**src/rtl/string_fifo_cmp_avalon.sv**
```systemverilog
// String compare engine: two word FIFOs behind an Avalon-MM slave, compared byte by byte.
// Define STRING_FIFO_CMP_CASE_FOLD_EN for a case-insensitive compare (ASCII A-Z folded to a-z).
module string_fifo_cmp_avalon #(
    parameter int DATA_W = 32,
    parameter int DEPTH  = 16
) (
    input  logic              clk,
    input  logic              reset,
    input  logic              chipselect,
    input  logic              read,
    input  logic              write,
    input  logic [2:0]        address,
    input  logic [DATA_W-1:0] writedata,
    output logic [DATA_W-1:0] readdata,
    output logic              irq,
    output logic [1:0]        dbg_state_o
);
    localparam int LANES = DATA_W / 8;
    localparam int AW    = $clog2(DEPTH);
    localparam int LW    = AW + 1;

    typedef enum logic [1:0] {IDLE = 2'd0, RUN = 2'd1, DONE = 2'd2} state_t;

    state_t            state_q, state_d;
    logic [DATA_W-1:0] mem_q [2][DEPTH];
    logic [AW-1:0]     wr_ptr_q [2];
    logic [AW-1:0]     rd_ptr_q [2];
    logic [LW-1:0]     level_q [2];
    logic [7:0]        left_q, left_d;
    logic [15:0]       idx_q, idx_d, result_q, result_d;
    logic              match_q, match_d, err_q, err_d, ovf_q, ovf_d, unf_q, unf_d;
    logic [DATA_W-1:0] readdata_q;

    logic              wr_acc, rd_acc, busy, both_avail, eng_pop, clr, go;
    logic [7:0]        ctl_cnt;
    logic [1:0]        empty, full, host_push, host_pop, pop_ok, push_ok;
    logic [DATA_W-1:0] head [2];
    logic              cmp_hit, cmp_match;
    logic [15:0]       cmp_lane;
    logic [31:0]       status_w;
    logic [DATA_W-1:0] rd_mux;

    // A bus access happens in the cycle chipselect is high together with read or write;
    // there is no wait-request, every access completes in that cycle.
    assign wr_acc  = chipselect && write;
    assign rd_acc  = chipselect && read;
    assign busy    = (state_q == RUN);
    assign ctl_cnt = 8'(writedata >> 8);
    assign clr     = wr_acc && (address == 3'd2) && writedata[1];
    assign go      = wr_acc && (address == 3'd2) && writedata[0] && !writedata[1] && !busy;

    always_comb begin
        for (int f = 0; f < 2; f++) begin
            empty[f]     = (level_q[f] == '0);
            full[f]      = (level_q[f] == LW'(DEPTH));
            head[f]      = mem_q[f][rd_ptr_q[f]];
            host_push[f] = wr_acc && (address == 3'(f));
            host_pop[f]  = rd_acc && (address == 3'(f)) && !busy;
        end
    end

    // A full FIFO still takes a push when a pop frees a slot in the same cycle.
    assign both_avail = !empty[0] && !empty[1];
    assign eng_pop    = busy && both_avail;
    assign pop_ok     = (host_pop | {2{eng_pop}}) & ~empty;
    assign push_ok    = host_push & (~full | pop_ok);

    function automatic logic [7:0] fold(input logic [7:0] b);
`ifdef STRING_FIFO_CMP_CASE_FOLD_EN
        return (b >= 8'h41 && b <= 8'h5A) ? (b | 8'h20) : b;
`else
        return b;
`endif
    endfunction

    always_comb begin
        logic [7:0] ba, bb;
        ba        = '0;
        bb        = '0;
        cmp_hit   = 1'b0;
        cmp_match = 1'b0;
        cmp_lane  = '0;
        for (int l = 0; l < LANES; l++) begin
            ba = fold(head[0][8*l +: 8]);
            bb = fold(head[1][8*l +: 8]);
            if (!cmp_hit && (ba != bb || ba == 8'h00)) begin
                cmp_hit   = 1'b1;
                cmp_match = (ba == bb);
                cmp_lane  = 16'(l);
            end
        end
    end

    always_ff @(posedge clk or posedge reset) begin
        if (reset) begin
            for (int f = 0; f < 2; f++) begin
                wr_ptr_q[f] <= '0;
                rd_ptr_q[f] <= '0;
                level_q[f]  <= '0;
            end
        end else if (clr) begin
            for (int f = 0; f < 2; f++) begin
                wr_ptr_q[f] <= '0;
                rd_ptr_q[f] <= '0;
                level_q[f]  <= '0;
            end
        end else begin
            for (int f = 0; f < 2; f++) begin
                if (push_ok[f]) wr_ptr_q[f] <= wr_ptr_q[f] + AW'(1);
                if (pop_ok[f])  rd_ptr_q[f] <= rd_ptr_q[f] + AW'(1);
                level_q[f] <= level_q[f] + LW'(push_ok[f]) - LW'(pop_ok[f]);
            end
        end
    end

    always_ff @(posedge clk) begin
        for (int f = 0; f < 2; f++) begin
            if (push_ok[f]) mem_q[f][wr_ptr_q[f]] <= writedata;
        end
    end

    always_comb begin
        state_d  = state_q;
        left_d   = left_q;
        idx_d    = idx_q;
        result_d = result_q;
        match_d  = match_q;
        err_d    = err_q;
        ovf_d    = ovf_q | |(host_push & ~push_ok);
        unf_d    = unf_q | |(host_pop & empty);
        if (clr) begin
            state_d  = IDLE;
            left_d   = '0;
            idx_d    = '0;
            result_d = '0;
            match_d  = 1'b0;
            err_d    = 1'b0;
            ovf_d    = 1'b0;
            unf_d    = 1'b0;
        end else begin
            case (state_q)
                IDLE, DONE: begin
                    if (go) begin
                        match_d  = 1'b0;
                        err_d    = 1'b0;
                        idx_d    = '0;
                        result_d = '0;
                        left_d   = ctl_cnt;
                        if (ctl_cnt == 8'd0) begin
                            match_d = 1'b1;
                            state_d = DONE;
                        end else begin
                            state_d = RUN;
                        end
                    end
                end
                RUN: begin
                    if (!both_avail) begin
                        err_d    = 1'b1;
                        match_d  = 1'b0;
                        result_d = idx_q;
                        state_d  = DONE;
                    end else if (cmp_hit) begin
                        match_d  = cmp_match;
                        result_d = idx_q + cmp_lane;
                        state_d  = DONE;
                    end else if (left_q == 8'd1) begin
                        match_d  = 1'b1;
                        result_d = idx_q + 16'(LANES);
                        state_d  = DONE;
                    end else begin
                        left_d = left_q - 8'd1;
                        idx_d  = idx_q + 16'(LANES);
                    end
                end
                default: state_d = IDLE;
            endcase
        end
    end

    always_comb begin
        status_w         = '0;
        status_w[0]      = (state_q == DONE);
        status_w[1]      = busy;
        status_w[2]      = match_q;
        status_w[3]      = err_q;
        status_w[4]      = ovf_q;
        status_w[5]      = unf_q;
        status_w[15:8]   = 8'(level_q[0]);
        status_w[23:16]  = 8'(level_q[1]);
`ifdef STRING_FIFO_CMP_CASE_FOLD_EN
        status_w[31]     = 1'b1;
`endif
    end

    always_comb begin
        rd_mux = '0;
        case (address)
            3'd0:    if (host_pop[0] && !empty[0]) rd_mux = head[0];
            3'd1:    if (host_pop[1] && !empty[1]) rd_mux = head[1];
            3'd2:    rd_mux = DATA_W'(status_w);
            3'd3:    rd_mux = DATA_W'(result_q);
            default: rd_mux = '0;
        endcase
    end

    always_ff @(posedge clk or posedge reset) begin
        if (reset) begin
            state_q    <= IDLE;
            left_q     <= '0;
            idx_q      <= '0;
            result_q   <= '0;
            match_q    <= 1'b0;
            err_q      <= 1'b0;
            ovf_q      <= 1'b0;
            unf_q      <= 1'b0;
            readdata_q <= '0;
        end else begin
            state_q  <= state_d;
            left_q   <= left_d;
            idx_q    <= idx_d;
            result_q <= result_d;
            match_q  <= match_d;
            err_q    <= err_d;
            ovf_q    <= ovf_d;
            unf_q    <= unf_d;
            if (rd_acc) readdata_q <= rd_mux;
        end
    end

    assign readdata    = readdata_q;
    assign irq         = (state_q == DONE);
    assign dbg_state_o = state_q;
endmodule

```
**config.mk**
```make
export PLATFORM = sky130hd
export DESIGN_NAME = string_fifo_cmp_avalon
export DESIGN_NICKNAME = d
export VERILOG_FILES = /design/src/rtl/string_fifo_cmp_avalon.sv
export SDC_FILE = /design/constraint.sdc
export NUM_CORES = 1
export LEC_CHECK = 0
export ABC_CLOCK_PERIOD_IN_PS = 11400
export CORE_MARGIN = 4
export CORE_UTILIZATION = 30
export DETAILED_ROUTE_END_ITERATION = 12
export MAX_ROUTING_LAYER = met4
export PLACE_DENSITY = 0.49
export SLEW_MARGIN = 15
export SYNTH_ARGS = -nofsm -noshare
export SYNTH_HDL_FRONTEND = slang
export SYNTH_SLANG_ARGS = --single-unit
```
**constraint.sdc**
```tcl
create_clock -name clk -period 11.4 [get_ports clk]
set_input_delay 2.28 -clock clk [delete_from_list [all_inputs] [get_ports clk]]
set_output_delay 2.28 -clock clk [all_outputs]
set_load 0.1 [all_outputs]
```
==> results.sh <==
export IMPL_dp_hpwl_um=75200
export IMPL_p_switching_mw=3.50
export IMPL_ys_seq_elements=1126
export IMPL_grt_pass1_wl_um=177000
export IMPL_cts_tree="built"
export IMPL_min_path_type="register to register"
export IMPL_grt_util_all_layers=0.162
export IMPL_area_growth_pct=14.9
export IMPL_setup_violations=0
export IMPL_viasPerCell=5.17
export IMPL_layout_cells_most_common="edfxtp_1"
export IMPL_cts_setup_buffers=0
export IMPL_initial_core_util=0.302
export IMPL_grt_antenna_before_repair=15
export IMPL_whs_ns=0.484
export IMPL_p_seq_frac=0.428
export IMPL_grt_setup_unrepaired="no"
export IMPL_clk_pin_slew_ns=0.06
export IMPL_drive_gt1_frac=0.226
export IMPL_die_w_um=394
export IMPL_slew_headroom=0.194
export IMPL_core_area_um2=148000
export IMPL_crit_slowest_cell="nor4_1"
export IMPL_die_h_um=394
export IMPL_fin_crit_ns=6.87
export IMPL_drcViolationCount=0
export IMPL_cpMostUsedCell="inv_1"
export IMPL_p_int_mw=7.78
export IMPL_drt_pre_antenna_iters=6
export IMPL_startpoint="chipselect"
export IMPL_switching_share=0.310
export IMPL_drtIter0Drc=2472
export IMPL_vdd_ir_drop_max_mv=0.170
export IMPL_status="completed"
export IMPL_wire_per_inst_um=28.1
export IMPL_final_cell_mix="1024 x edfxtp_1, 256 x mux4_2, 129 x a22oi_1"
export IMPL_nets=2441
export IMPL_ios=75
export IMPL_syn_inst=2267
export IMPL_worstPathCellList="clkdlybuf4s50_1, nand2_2, nor4_1, nand2_1, nor2_4, buf_4, nor2_1, nand3_1, and3b_1, inv_2, ha_1, inv_1, ha_1, inv_1, fa_1, inv_1, a21oi_1, nor2_1, or3_1, a21oi_1"
export IMPL_cts_resized=0
export IMPL_startpoint_type="input pin"
export IMPL_maxSlewViolCount=0
export IMPL_p_leak_nw=16.4
export IMPL_final_period_utilization=0.602
export IMPL_clockBufferDepth=3
export IMPL_numClockSinks=1126
export IMPL_max_freq_mhz=146
export IMPL_comb_power_share=0.244
export IMPL_synthArstFlopShare=0.0906
export IMPL_max_stage_delay_ns=0.71
export IMPL_synth_area_um2=44600
export IMPL_yosysSeqAreaShare=0.746
export IMPL_grt_overflow_total=0
export IMPL_clkPwrFrac=0.329
export IMPL_path_buf_inv=6
export IMPL_numCtsBuffers=114
export IMPL_max_cap_violations=0
export IMPL_die_area_um2=155000
export IMPL_ys_types=58
export IMPL_vias=22755
export IMPL_htreeDepth=3
export IMPL_worst_pin_slew_ns=1.21
export IMPL_syn_area_per_cell_um2=19.7
export IMPL_cts_hold_buf=0
export IMPL_cts_root_buffer="clkbuf_16"
export IMPL_cp_arrival_ns=7.50
export IMPL_critPathMaxFanout=54
export IMPL_hold_viol=0
export IMPL_fin_skew_ns=0.0394
export IMPL_timing_rr_start="rd_ptr_q[0]$_DFFE_PP0P_"
export IMPL_grt_pass1_vias=23118
export IMPL_path_delay_family="simple AND/OR/NAND/NOR gates"
export IMPL_row_count=141
export IMPL_end_kind="register"
export IMPL_min_delay_start="readdata[7]$_DFFE_PP0P_"
export IMPL_yosysWarnings=0
export IMPL_synth_nets=2335
export IMPL_synth_edff_count=1024
export IMPL_wirelength_um=124000
export IMPL_grt_start_max_net_pins=98
export IMPL_setup_tns_final_ns=0
export IMPL_power_density_nw_per_um2=220
export IMPL_gp_congestion=0.862
export IMPL_synth_main_ff_cell="edfxtp_1"
export IMPL_clk_latency_ns=0.73
export IMPL_postRouteAntennaNets=0
export IMPL_io_buffers=74
export IMPL_cp_required_ns=12.03
export IMPL_path_class="input pin to register"
[final cells by class]
class                      count  area [um2]
fill                       13744       96500
tap                         1930        2410
timing repair buffer         118         986
antenna                        5        12.5
sequential                  1126       33300
clock inverter                64         607
multi-input combinational    972       10700
clock buffer                 146        3090
inverter                      41         156
[through the flow]
stage	utilization	setup WS, ns	power (mW)	cell area, um2	instances
4_1_cts	0.347	4.73	11.4	51300	4396
2_1_floorplan	-	3.91	6.68	44600	2267
5_1_grt	0.347	4.17	11.7	51300	4401
6_report	0.347	4.53	11.3	51300	4402
3_5_place_dp	0.322	3.96	7.69	47600	4186
3_3_place_gp	0.322	3.95	7.67	47600	4186
[power groups by stage]
stage	registers, mW	logic (mW)	clock network [mW]
after floorplan	4.87	1.81	0
after detailed placement	4.91	2.78	0
final	4.82	2.75	3.71
after global placement	4.91	2.76	0
after CTS	4.83	2.78	3.80
after global routing	4.85	2.91	3.96
[tightest hold or removal path, stage by stage (launching register included)]
cell	delay, ns
dfrtp_1	0.34
nand2_1	0.05
o21ai_0	0.06
[synthesized netlist by cell type, types with 8 or more instances]
library cell  count  area, um2
mux4_2          256       5770
and3_1           16        100
buf_6            14        158
a22oi_1         129        968
xor2_1           60        526
o21ai_1          23        115
o21ai_0          22        110
nor2_1           68        255
ha_1             26        325
nand2_1         113        424
and2_1           20        125
buf_2            17       85.1
inv_1            40        150
nor3_1           12       60.1
a222oi_1         27        270
dfrtp_1         102       2550
xnor2_1           8       70.1
clkbuf_1         79        297
nor2b_1          10       62.6
nand3_1          17       85.1
edfxtp_1       1024      30700
nand2b_1          9       56.3
o2bb2ai_1        15        131
nor4_1           21        131
a21oi_1          34        170
a21o_1           13       97.6
buf_1            11       41.3
[metal layers]
layer,vias up,share of wire,track usage
li1,9517,-,-
met1,12337,0.45,0.230
met2,760,0.47,0.246
met3,141,0.066,0.0265
met4,0,0.019,0.0392
met5,-,0,-
[state kept, by name (all words and copies together) (netlist names)]
register,cells
result_q,16
ovf_q,1
wr_ptr_q,8
left_q,8
err_q,1
idx_q,14
level_q,10
rd_ptr_q,8
mem_q,1024
match_q,1
readdata,32
dbg_state_o,2
unf_q,1
[kinds of logic after synthesis]
kind of cell,after synthesis,share of synthesized area
AO/OA/AOI/OAI,288,0.0463
XOR/XNOR,68,0.0133
adder cells (fa/ha/maj),28,0.00818
buffers and inverters,169,0.0176
flip-flops,1126,0.746
multiplexers,262,0.131
other,1,0.0000840
AND/OR/NAND/NOR,325,0.0381
[final timing paths]
| path | to | slack (ns) | cells after the start |
|---|---|---|---|
| min reg2reg | readdata[7]$_DFFE_PP0P_ | 0.48 | 2 |
| min | readdata[7]$_DFFE_PP0P_ | 0.48 | 2 |
| min in group asynchronous | result_q[1]$_DFFE_PP0P_ | 1.97 | 2 |
| max in group asynchronous | rd_ptr_q[4]$_DFFE_PP0P_ | 8.07 | 3 |
| max | level_q[9]$_DFF_PP0_ | 4.53 | 20 |
| max reg2reg | result_q[3]$_DFFE_PP0P_ | 5.26 | 12 |
Note: power is estimated with default switching activity, not from simulation.
